File: src/rtl/valid_stream_fifo.sv
// Valid-only producer stream buffered into a power-of-two FIFO and re-issued
// over a first-word-fall-through valid/ready interface; overflows are counted.
module valid_stream_fifo #(
   parameter int WIDTH = 8,
   parameter int DEPTH = 16
) (
   input  logic                       clk,
   input  logic                       rst,
   input  logic [WIDTH-1:0]           data_in,
   input  logic                       valid,
   output logic [WIDTH-1:0]           out_data,
   output logic                       out_valid,
   input  logic                       out_ready,
   output logic [$clog2(DEPTH+1)-1:0] count,
   output logic                       full,
   output logic                       empty,
   output logic                       overflow,
   output logic [7:0]                 drop_cnt,
   input  logic                       clear_ovf
);

   localparam int PW = $clog2(DEPTH);
   localparam int CW = $clog2(DEPTH + 1);

   if (DEPTH < 2 || (DEPTH & (DEPTH - 1)) != 0) begin : g_bad_depth
      $error("valid_stream_fifo: DEPTH must be a power of two >= 2");
   end

   logic [WIDTH-1:0] mem [DEPTH];
   logic [PW-1:0]    wr_ptr;
   logic [PW-1:0]    rd_ptr;
   logic [CW-1:0]    count_r;
   logic             push;
   logic             pop;
   logic             drop;

   // Status comes only from the occupancy register, never from inputs.
   assign full      = (count_r == CW'(DEPTH));
   assign empty     = (count_r == '0);
   assign count     = count_r;
   assign out_valid = !empty;
   assign out_data  = mem[rd_ptr];

   // A pop frees a slot in the same cycle, so a full FIFO still takes a push.
   assign pop  = out_valid && out_ready;
   assign push = valid && (!full || pop);
   assign drop = valid && full && !pop;

   // NOTE: storage has no reset; contents are only observable behind out_valid,
   // and leaving it unreset lets the array map onto plain RAM/flops without a reset tree.
   always_ff @(posedge clk) begin
      if (push) begin
         mem[wr_ptr] <= data_in;
      end
   end

   // NOTE: sequential state uses non-blocking assignments so every register
   // samples the pre-edge values regardless of statement order.
   always_ff @(posedge clk) begin
      if (rst) begin
         wr_ptr  <= '0;
         rd_ptr  <= '0;
         count_r <= '0;
      end else begin
         if (push) begin
            wr_ptr <= wr_ptr + PW'(1);
         end
         if (pop) begin
            rd_ptr <= rd_ptr + PW'(1);
         end
         unique case ({push, pop})
            2'b10:   count_r <= count_r + CW'(1);
            2'b01:   count_r <= count_r - CW'(1);
            default: count_r <= count_r;
         endcase
      end
   end

   // A drop coinciding with a clear leaves overflow set but the counter at zero.
   always_ff @(posedge clk) begin
      if (rst) begin
         overflow <= 1'b0;
         drop_cnt <= '0;
      end else begin
         if (drop) begin
            overflow <= 1'b1;
         end else if (clear_ovf) begin
            overflow <= 1'b0;
         end
         if (clear_ovf) begin
            drop_cnt <= '0;
         end else if (drop && drop_cnt != 8'hFF) begin
            drop_cnt <= drop_cnt + 8'd1;
         end
      end
   end

endmodule

File: config.mk
export PLATFORM = sky130hd
export DESIGN_NAME = valid_stream_fifo
export DESIGN_NICKNAME = d
export VERILOG_FILES = /design/src/rtl/valid_stream_fifo.sv
export SDC_FILE = /design/constraint.sdc
export NUM_CORES = 1
export LEC_CHECK = 0
export ABC_AREA = 1
export CORE_MARGIN = 2
export CORE_UTILIZATION = 54
export CTS_BUF_LIST = sky130_fd_sc_hd__clkbuf_8 sky130_fd_sc_hd__clkbuf_16
export DETAILED_ROUTE_END_ITERATION = 8
export MAX_ROUTING_LAYER = met4
export PLACE_DENSITY = 0.76
export SETUP_SLACK_MARGIN = 0.05
export SLEW_MARGIN = 15
export SYNTH_ARGS = -nofsm -noshare
export SYNTH_HDL_FRONTEND = slang
export SYNTH_SLANG_ARGS = --single-unit
File: constraint.sdc
create_clock -name clk -period 1.8 [get_ports clk]
set_input_delay 0.45 -clock clk [delete_from_list [all_inputs] [get_ports clk]]
set_output_delay 0.45 -clock clk [all_outputs]
set_load 0.02 [all_outputs]
==> impl_metrics.yaml <==
outcome:
  run_status: "finished, violations left"
  violations: "negative setup slack"
sta:
  period_minus_slack_ps: 2210
  skew_ps: 8.49
  slew_headroom: 0.588
  setup_slack_ps: -408
  finalHoldViolCount: 0
  rsz0062_at_grt: "yes"
  setup_viol: 8
  max_freq_mhz: 453
  drv_slew: 0
  worst_slew_pin_slew_ps: 616
  post-route-period-util: 1.23
worst_setup_path:
  cp-end-kind: "primary output"
  critPathMaxFanout: 7
  reg2reg_depth: 12
  max_stage_delay_ps: 360
  crit_chain: "buf_12 -> buf_12 -> o211ai_1 -> nand3_1 -> nand3_2 -> nand2_4 -> buf_6"
  path_class: "register to primary output"
  r2r-start: "count[4]"
  cpMostUsedCell: "buf_12"
  arrival_ps: 1760
  r2r_slack_ps: 0
  start_kind: "register"
  critPathSlowestCell: "dfxtp_4"
  r2r_end: "count[4]"
  worstPathRequired_ps: 1350
cts:
  ctsHtreeMaxLevel: 4
  clkLatencyLatePin_ps: 420
  cts.hold.buffers_added: 0
  cts_tree: "yes"
  root_buffer: "clkbuf_16"
  clock_sinks: 154
  clk_pin_slew_ps: 60
  cts.path.max_buffers: 2
  cts_buffers: 17
global_route:
  track_usage: 0.251
  grt_antenna_before_repair: 0
  grt_first_pass_wirelength_um: 24200
  first_global_vias: 4812
  grt_overflow: 0
  grt_start_max_net_pins: 29
route:
  viasPerCell: 5.60
  ant_nets: 0
  firstDrtPassIters: 5
  avgRoutedWirePerCell_um: 18.0
  dr_total_vias: 4795
  drtIter0Drc: 374
  drc: 0
  wl_um: 15400
die:
  io_pins: 38
  die_h_um: 115
  fp.dieW_um: 115
  core_um2: 12000
  die_area_um2: 13200
  start_util: 0.555
  row_count: 40
cells_and_area:
  fin_nets: 720
  synthToLayoutAreaGrowth_pct: 30.6
  layout_commonest_cell: "edfxtp_1"
  instances_no_fill: 857
  final_cell_mix: "edfxtp_1 (128), inv_1 (92), nand2_1 (65), nand3_1 (59)"
  antenna_cells: 0
  drive_above_1_share: 0.252
synthesis:
  ys_warn_count: 0
  ys_seq_area_frac: 0.655
  synth_cell_types: 32
  synth_top_area_cell: "edfxtp_1"
  syn_avg_cell_area_um2: 11.0
  synth_top_area_share: 0.577
  syn_area_um2: 6660
  netlist_instances: 606
  synth_nets: 629
  netlist_top_cells_area: "edfxtp_1 (58%), dfxtp_1 (7.8%), nand3_1 (5.0%)"
  ys_seq_elements: 154
min_path:
  worstHoldStart: "rd_ptr[2]"
  holdPathEnd: "rd_ptr[2]"
  hold_depth: 2
  worstHoldPathType: "register to register"
placed_design:
  io_buffers: 37
  dp_cells: 811
  place.gp.congestion: 0.846
  hpwlAfterDp_um: 9170
job:
  cap_violations: 0
power:
  power_density_nw_per_um2: 1230
  total_power_mw: 10.7
  p_leak_nw: 3.39
  ir_drop_v: 0.000834
how the worst max path moves through the flow:
stage               slack [ps]  cells after the start           to
floorplan                   60                     12     count[3]
global placement          -350                      7  out_data[1]
detailed placement        -390                      6   mem[11][5]
CTS                       -430                      7  out_data[2]
global route              -480                      8  out_data[2]
finish                    -410                      7  out_data[2]
sequential cells by signal, summed over array words and instances (netlist names), named ones only:
register	cells
rd_ptr	4
mem	128
count	5
wr_ptr	4
overflow	1
drop_cnt	8
power by group:
part / switching, mW / leakage (nW) / internal [mW]
registers: 0.137 / 1.37 / 4.02
clock network: 1.27 / 0.301 / 1.94
logic: 1.82 / 1.71 / 1.51
total: 3.22 / 3.39 / 7.47
Yosys cell counts, drive strengths merged:
master	n
or2	1
o211ai	32
nand4	2
edfxtp	128
nor2	37
inv	90
nand3b	2
nand2	82
fa	1
buf	16
xnor2	2
nand3	69
xor2	5
o21bai	1
clkbuf	11
dfxtp	26
clkinv	2
o21ai	41
a21oi	49
ha	9
cells by family after synthesis:
group,after synthesis,synth area share
flip-flops,154,0.655
AO/OA/AOI/OAI,123,0.105
AND/OR/NAND/NOR,193,0.136
adder cells (fa/ha/maj),10,0.0199
buffers and inverters,119,0.0742
XOR/XNOR,7,0.00920
metrics by stage:
| step | hold slack [ps] | cell area [um2] | utilization | worst slack, ps | TNS [ps] |
|---|---|---|---|---|---|
| floorplan | 447 | 6740 | - | 59.8 | 0 |
| global placement | 458 | 7590 | 0.632 | -354 | -38860 |
| detailed placement | 474 | 7590 | 0.632 | -387 | -46960 |
| CTS | 482 | 8390 | 0.699 | -426 | -3010 |
| global route | 518 | 8700 | 0.725 | -482 | -3840 |
| finish | 488 | 8700 | 0.725 | -408 | -3040 |
layout make-up:
cell class	count	area [um2]
Clock buffer	22	505
Timing Repair Buffer	99	1110
Sequential cell	154	4390
Fill cell	819	3310
Clock inverter	10	40.0
Inverter	92	357
Multi-Input combinational cell	333	2120
Tap cell	147	184
metal layers:
| layer | GRT usage | vias to the layer above | wire length [um] |
|---|---|---|---|
| li1 | - | 2283 | - |
| met5 | - | - | 0 |
| met3 | 0.0596 | 44 | 834 |
| met4 | 0.108 | 0 | 478 |
| met1 | 0.297 | 2294 | 6220 |
| met2 | 0.413 | 174 | 7880 |
repair_timing:
item	CTS	global route
setup endpoints to repair	145	121
pin swaps	41	31
gates resized for setup	129	73
setup buffers	3	6
gates cloned	5	0
worst max-delay path, delay by kind of cell (launching register included):
kind / cells / cell delay, ps
and+or+nand+nor: 3 / 310
AOI/OAI and AO/OA: 1 / 250
DFF: 1 / 360
buffers and inverters: 3 / 410
(Power assumes the default switching activity.)
